$ cat config.mk
export PLATFORM = sky130hd
export DESIGN_NAME = param_sram_ctrl
export DESIGN_NICKNAME = d
export VERILOG_FILES = /design/src/rtl/param_sram_ctrl.sv
export SDC_FILE = /design/constraint.sdc
export NUM_CORES = 2
export LEC_CHECK = 0
export CAP_MARGIN = 20
export CORE_ASPECT_RATIO = 0.7
export CORE_MARGIN = 10
export CORE_UTILIZATION = 40
export DETAILED_ROUTE_END_ITERATION = 8
export GPL_ROUTABILITY_DRIVEN = 0
export GPL_TIMING_DRIVEN = 0
export PLACE_DENSITY = 0.63
export SLEW_MARGIN = 20
export SYNTH_ARGS = -nofsm -noshare
export SYNTH_HDL_FRONTEND = slang
export SYNTH_SLANG_ARGS = --single-unit
$ cat constraint.sdc
create_clock -name clk -period 10.55 [get_ports clk]
set_clock_uncertainty 0.15 [all_clocks]
set_input_delay 1.055 -clock clk [delete_from_list [all_inputs] [get_ports clk]]
set_output_delay 1.055 -clock clk [all_outputs]
set_load 0.02 [all_outputs]
$ cat src/rtl/param_sram_ctrl.sv
`default_nettype none
// ---------------------------------------------------------------------------
// param_sram_ctrl : single-port sync RAM, byte-masked writes, 1/2-cycle reads,
//                   post-reset clear sequencer.               Rev 1.0
// ---------------------------------------------------------------------------
module param_sram_ctrl #(
  parameter int                DATA_W   = 8,
  parameter int                ADDR_W   = 8,
  parameter int                RD_LAT   = 1,
  parameter int                RDW_MODE = 0,
  parameter logic [DATA_W-1:0] INIT_VAL = '0
) (
  input  logic                  clk,
  input  logic                  rst,
  input  logic                  en,
  input  logic                  rd,
  input  logic                  wt,
  input  logic [ADDR_W-1:0]     add,
  input  logic [DATA_W-1:0]     din,
  input  logic [DATA_W/8-1:0]   wmask,
  output logic [DATA_W-1:0]     dout,
  output logic                  rvalid,
  output logic                  busy
);

  localparam int DEPTH = 2 ** ADDR_W;
  localparam int LANES = DATA_W / 8;

  generate
    if ((DATA_W % 8) != 0 || DATA_W < 8) begin : g_bad_data_w
      $error("param_sram_ctrl: DATA_W (%0d) must be a non-zero multiple of 8", DATA_W);
    end
    if (RD_LAT != 1 && RD_LAT != 2) begin : g_bad_rd_lat
      $error("param_sram_ctrl: RD_LAT (%0d) must be 1 or 2", RD_LAT);
    end
  endgenerate

  typedef enum logic [0:0] {
    ST_CLEAR = 1'b0,
    ST_IDLE  = 1'b1
  } state_t;

  logic [DATA_W-1:0] mem [DEPTH];

  state_t            state;
  logic [ADDR_W-1:0] clr_ptr;
  logic              accept;
  logic              rd_req;
  logic              wr_req;
  logic [DATA_W-1:0] old_word;
  logic [DATA_W-1:0] wr_word;
  logic [DATA_W-1:0] rd_word;
  logic              pipe_valid;
  logic [DATA_W-1:0] pipe_data;
  logic              out_valid;
  logic [DATA_W-1:0] out_data;

  assign accept   = en & ~busy;
  assign rd_req   = accept & rd;
  assign wr_req   = accept & wt & ~rst;
  assign old_word = mem[add];

  // Merged word: masked lanes take din, the rest keep the stored bytes.
  always_comb begin
    wr_word = old_word;
    for (int i = 0; i < LANES; i++) begin
      if (wmask[i]) begin
        wr_word[8*i +: 8] = din[8*i +: 8];
      end
    end
  end

  assign rd_word   = (RDW_MODE == 1 && wt) ? wr_word : old_word;
  assign out_valid = (RD_LAT == 2) ? pipe_valid : rd_req;
  assign out_data  = (RD_LAT == 2) ? pipe_data  : rd_word;

  always_ff @(posedge clk) begin
    if (state == ST_CLEAR && !rst) begin
      mem[clr_ptr] <= INIT_VAL;
    end else if (wr_req) begin
      mem[add] <= wr_word;
    end
  end

  always_ff @(posedge clk) begin
    if (rst) begin
      state      <= ST_CLEAR;
      clr_ptr    <= '0;
      busy       <= 1'b1;
      dout       <= '0;
      rvalid     <= 1'b0;
      pipe_valid <= 1'b0;
      pipe_data  <= '0;
    end else begin
      case (state)
        ST_CLEAR: begin
          clr_ptr <= clr_ptr + ADDR_W'(1);
          if (clr_ptr == '1) begin
            state <= ST_IDLE;
            busy  <= 1'b0;
          end
        end
        default: begin
          state <= ST_IDLE;
        end
      endcase

      // Second stage only matters when RD_LAT == 2; it is bypassed otherwise.
      pipe_valid <= rd_req;
      if (rd_req) begin
        pipe_data <= rd_word;
      end
      rvalid <= out_valid;
      if (out_valid) begin
        dout <= out_data;
      end
    end
  end

endmodule
`default_nettype wire

==> flow_results.xml <==
<?xml version="1.0" encoding="UTF-8"?>
<metrics>
  <group name="run_status">
    <metric name="status" unit="">finished, final reports clean</metric>
  </group>
  <group name="cts">
    <metric name="cts.sink_count" unit="">2067</metric>
    <metric name="total_clock_buffers_created_by_cts" unit="">189</metric>
    <metric name="clockBufferDepth" unit="">4</metric>
    <metric name="cts_repair_resize_count" unit="">0</metric>
    <metric name="cts-hold-fix-buffers" unit="">0</metric>
    <metric name="clock_tree.htree_level_count" unit="">4</metric>
    <metric name="clock_latency_late_sink" unit="ps">860</metric>
    <metric name="clkSlewWorstSetupHoldPaths" unit="ps">70</metric>
    <metric name="clock_tree_from_tritoncts" unit="">built</metric>
    <metric name="ctsRootBufferMaster" unit="">sky130_fd_sc_hd__clkbuf_16</metric>
    <metric name="post_cts.repair.setup_buffers" unit="">0</metric>
  </group>
  <group name="floorplanning">
    <metric name="design.die.area" unit="um^2">221000</metric>
    <metric name="initial_utilization" unit="%">40.1</metric>
    <metric name="chipHeight" unit="um">396</metric>
    <metric name="die_width" unit="um">558</metric>
    <metric name="ioPinCount" unit="">32</metric>
    <metric name="row_count" unit="">138</metric>
    <metric name="floorplan.core_area" unit="um^2">202000</metric>
  </group>
  <group name="yosys">
    <metric name="synth_adder_area_share" unit="%">0.0155</metric>
    <metric name="yosys.area_share.simple" unit="%">3.16</metric>
    <metric name="synth_compound_gate_area_share" unit="%">3.27</metric>
    <metric name="synth_top_family_by_area" unit="">multiplexers</metric>
    <metric name="syn_avg_cell_area" unit="um^2">20.7</metric>
    <metric name="synth.ff_latch_count" unit="">2067</metric>
    <metric name="top_flip_flop_cell_by_instance_count_after_synthesis" unit="">sky130_fd_sc_hd__edfxtp_1</metric>
    <metric name="syn-cell-area" unit="um^2">81000</metric>
    <metric name="synth-edff-count" unit="">2048</metric>
    <metric name="seq_area_frac_synth" unit="%">76.4</metric>
    <metric name="syn-instance-count" unit="">3911</metric>
    <metric name="mux_share_of_post_synthesis_cell_area" unit="%">14.9</metric>
    <metric name="synth_async_sr_flop_share" unit="%">0</metric>
    <metric name="post_synth_xor_xnor_area" unit="%">0.0541</metric>
    <metric name="synth_fp_nets" unit="">3934</metric>
    <metric name="post_synth_num_cell_types" unit="">66</metric>
    <metric name="synthesis_warning_total" unit="">0</metric>
  </group>
  <group name="detailed_routing">
    <metric name="drcViolationCount" unit="">0</metric>
    <metric name="first_iter_violations" unit="">9402</metric>
    <metric name="met1_length" unit="um">109000</metric>
    <metric name="dr_wl_met2" unit="um">108000</metric>
    <metric name="vias_per_cell" unit="">6.50</metric>
    <metric name="via_count" unit="">45600</metric>
    <metric name="total_wirelength_of_the_detailed_routed_design" unit="um">280000</metric>
    <metric name="met3_wirelength" unit="um">51500</metric>
    <metric name="detail_route.first_pass.iterations" unit="">9</metric>
    <metric name="top_sig_layer" unit="">met5</metric>
    <metric name="routed_wire_length_per_instance" unit="um">39.8</metric>
    <metric name="final_antenna_net_count" unit="">0</metric>
  </group>
  <group name="timing">
    <metric name="tns" unit="ps">0</metric>
    <metric name="worst-slew-pin-transition" unit="ps">1330</metric>
    <metric name="report.final.slew_viol_count" unit="">0</metric>
    <metric name="final-setup-viol-count" unit="">0</metric>
    <metric name="period_needed" unit="ps">7740</metric>
    <metric name="hold_ws" unit="ps">315</metric>
    <metric name="worst_slew_margin_rel" unit="%">10.3</metric>
    <metric name="finalHoldViolCount" unit="">0</metric>
    <metric name="max_clock_freq" unit="GHz">0.129</metric>
    <metric name="worst_slack_setup_final" unit="ps">2810</metric>
    <metric name="fin_crit_sh" unit="%">73.3</metric>
    <metric name="rsz_0062_raised_after_global_routing" unit="">false</metric>
  </group>
  <group name="min_path">
    <metric name="min_path_cells" unit="">2</metric>
    <metric name="holdCritPathClass" unit="">flop to flop</metric>
  </group>
  <group name="power">
    <metric name="internal_power" unit="W">0.0128</metric>
    <metric name="share_clk_of_total_power" unit="%">41.2</metric>
    <metric name="power.switching_fraction" unit="%">22.3</metric>
    <metric name="share_seq_of_total_power" unit="%">53.8</metric>
    <metric name="power-per-cell-area" unit="nW/um^2">179</metric>
    <metric name="comb_power_share" unit="%">5.0</metric>
    <metric name="switchingPower" unit="W">0.00369</metric>
    <metric name="ir_drop" unit="mV">0.140</metric>
    <metric name="static-leakage-power" unit="nW">27.4</metric>
  </group>
  <group name="setup_path">
    <metric name="startpoint_type" unit="">primary input</metric>
    <metric name="worstSetupEndpointType" unit="">flop</metric>
    <metric name="worstRegToRegCells" unit="">10</metric>
    <metric name="critPathRequiredTime" unit="ps">10960</metric>
    <metric name="cp_data_arrival_time" unit="ps">8140</metric>
    <metric name="timing.setup.critical_path_class" unit="">primary input to flop</metric>
    <metric name="cp_max_fo" unit="">32</metric>
  </group>
  <group name="cells_and_area">
    <metric name="stdcell_area" unit="um^2">92200</metric>
    <metric name="area_growth" unit="%">13.9</metric>
    <metric name="finalNetCount" unit="">4231</metric>
    <metric name="final_layout_size_suffix_gt1_share" unit="%">23.4</metric>
    <metric name="layout_common_cells" unit="">2048 x sky130_fd_sc_hd__edfxtp_1, 437 x sky130_fd_sc_hd__mux4_2, 288 x sky130_fd_sc_hd__nor2_1</metric>
    <metric name="final_core_util" unit="%">45.7</metric>
    <metric name="leading_cell_type_in_the_layout_fill_and_taps_excluded" unit="">sky130_fd_sc_hd__edfxtp_1</metric>
  </group>
  <group name="global_route">
    <metric name="via_count_of_the_first_global_routing_pass" unit="">42000</metric>
    <metric name="grt_use_total" unit="%">24.5</metric>
    <metric name="grt_antenna_before_repair" unit="">20</metric>
    <metric name="grt_pass1_wl" unit="um">371000</metric>
    <metric name="overflow" unit="">0</metric>
    <metric name="grt_start_max_net_pins" unit="">77</metric>
  </group>
  <group name="place">
    <metric name="placement.cell_area" unit="um^2">86200</metric>
    <metric name="portBuffers" unit="">28</metric>
    <metric name="dp_hpwl" unit="um">193000</metric>
    <metric name="placement.setup.worst_slack" unit="ps">2390</metric>
  </group>
  <group name="flow_run">
    <metric name="drv.max_cap_violation_count" unit="">0</metric>
  </group>
</metrics>
[routing by layer]
metal  global-route usage [%]  vias to the layer above
met5                     1.77                        -
met4                     7.96                       22
met3                     13.8                      605
met2                     31.1                     4020
met1                     35.0                    24100
li1                         -                    16900
[flip-flops by register name, summed over array words and instances, names as in the netlist]
name,flops
busy,1
clr_ptr,8
dout,8
mem,2048
rvalid,1
state,1
[cell usage after synthesis (16+ instances only)]
| master | instances | area (um^2) |
|---|---|---|
| sky130_fd_sc_hd__a22oi_1 | 111 | 833 |
| sky130_fd_sc_hd__edfxtp_1 | 2048 | 61500 |
| sky130_fd_sc_hd__dfxtp_1 | 19 | 380 |
| sky130_fd_sc_hd__nor3_1 | 25 | 125 |
| sky130_fd_sc_hd__buf_2 | 72 | 360 |
| sky130_fd_sc_hd__mux2i_1 | 175 | 1750 |
| sky130_fd_sc_hd__o21ai_0 | 28 | 140 |
| sky130_fd_sc_hd__a31oi_1 | 21 | 131 |
| sky130_fd_sc_hd__nor2_1 | 308 | 1160 |
| sky130_fd_sc_hd__a221oi_1 | 23 | 201 |
| sky130_fd_sc_hd__o22ai_1 | 47 | 294 |
| sky130_fd_sc_hd__buf_4 | 17 | 128 |
| sky130_fd_sc_hd__nand2_1 | 113 | 424 |
| sky130_fd_sc_hd__buf_8 | 16 | 240 |
| sky130_fd_sc_hd__nand3_1 | 28 | 140 |
| sky130_fd_sc_hd__clkbuf_1 | 77 | 289 |
| sky130_fd_sc_hd__a21oi_1 | 79 | 395 |
| sky130_fd_sc_hd__or2_2 | 22 | 138 |
| sky130_fd_sc_hd__buf_12 | 23 | 460 |
| sky130_fd_sc_hd__buf_6 | 17 | 191 |
| sky130_fd_sc_hd__mux4_2 | 437 | 9840 |
[critical path, stage by stage]
cell and delay, ps:
sky130_fd_sc_hd__clkdlybuf4s50_1 540, sky130_fd_sc_hd__buf_4 250, sky130_fd_sc_hd__buf_4 400, sky130_fd_sc_hd__buf_2 580, sky130_fd_sc_hd__nor2b_1 560, sky130_fd_sc_hd__buf_2 570, sky130_fd_sc_hd__buf_2 590, sky130_fd_sc_hd__a21oi_1 130
sky130_fd_sc_hd__a31oi_1 590, sky130_fd_sc_hd__o21ai_0 390, sky130_fd_sc_hd__nor4_1 900, sky130_fd_sc_hd__nor3_1 250, sky130_fd_sc_hd__mux2i_1 320, sky130_fd_sc_hd__nor2_4 210, sky130_fd_sc_hd__buf_16 280, sky130_fd_sc_hd__buf_12 180
sky130_fd_sc_hd__buf_16 180
[power by group through the flow]
stage                     combinational (W)  clock, W  sequential (W)
after floorplan                    0.000377         0         0.00907
final                              0.000831   0.00680         0.00889
after global routing               0.000809   0.00712         0.00889
after global placement             0.000757         0         0.00907
after detailed placement           0.000771         0         0.00907
after CTS                          0.000773   0.00677         0.00889
[final timing paths]
kind	end	slack, ps	start
setup reg to reg	mem[235][4]$_DFFE_PP_	5320	busy$_SDFFE_PP1P_
hold reg to reg	dout[1]$_SDFFE_PP0P_	310	dout[1]$_SDFFE_PP0P_
hold / removal	dout[1]$_SDFFE_PP0P_	310	dout[1]$_SDFFE_PP0P_
setup / recovery	mem[132][2]$_DFFE_PP_	2810	add[1]
[area by class of cell]
cell class / count / area [um^2]
Antenna cell: 14 / 35.0
Buffer: 231 / 1730
Clock buffer: 221 / 4980
Clock inverter: 112 / 912
Fill cell: 16700 / 110000
Inverter: 6 / 22.5
Multi-Input combinational cell: 1607 / 17500
Sequential cell: 2067 / 61900
Tap cell: 2660 / 3330
Timing Repair Buffer: 106 / 1780
[through the flow]
step	std cells	total power, W
global route	7011	0.0168
finish	7024	0.0165
CTS	7008	0.0164
floorplan	3911	0.00945
detailed placement	6675	0.00984
global placement	6599	0.00983
[kinds of logic (layout without fill, tap and decap cells)]
group / after synthesis / after routing
other: 0 / 14
XOR/XNOR: 5 / 5
AO/OA/AOI/OAI: 381 / 381
AND/OR/NAND/NOR: 583 / 583
flip-flops: 2067 / 2067
buffers and inverters: 237 / 676
multiplexers: 637 / 637
adder cells (fa/ha/maj): 1 / 1
No activity file was read; power rests on OpenSTA's default activity.
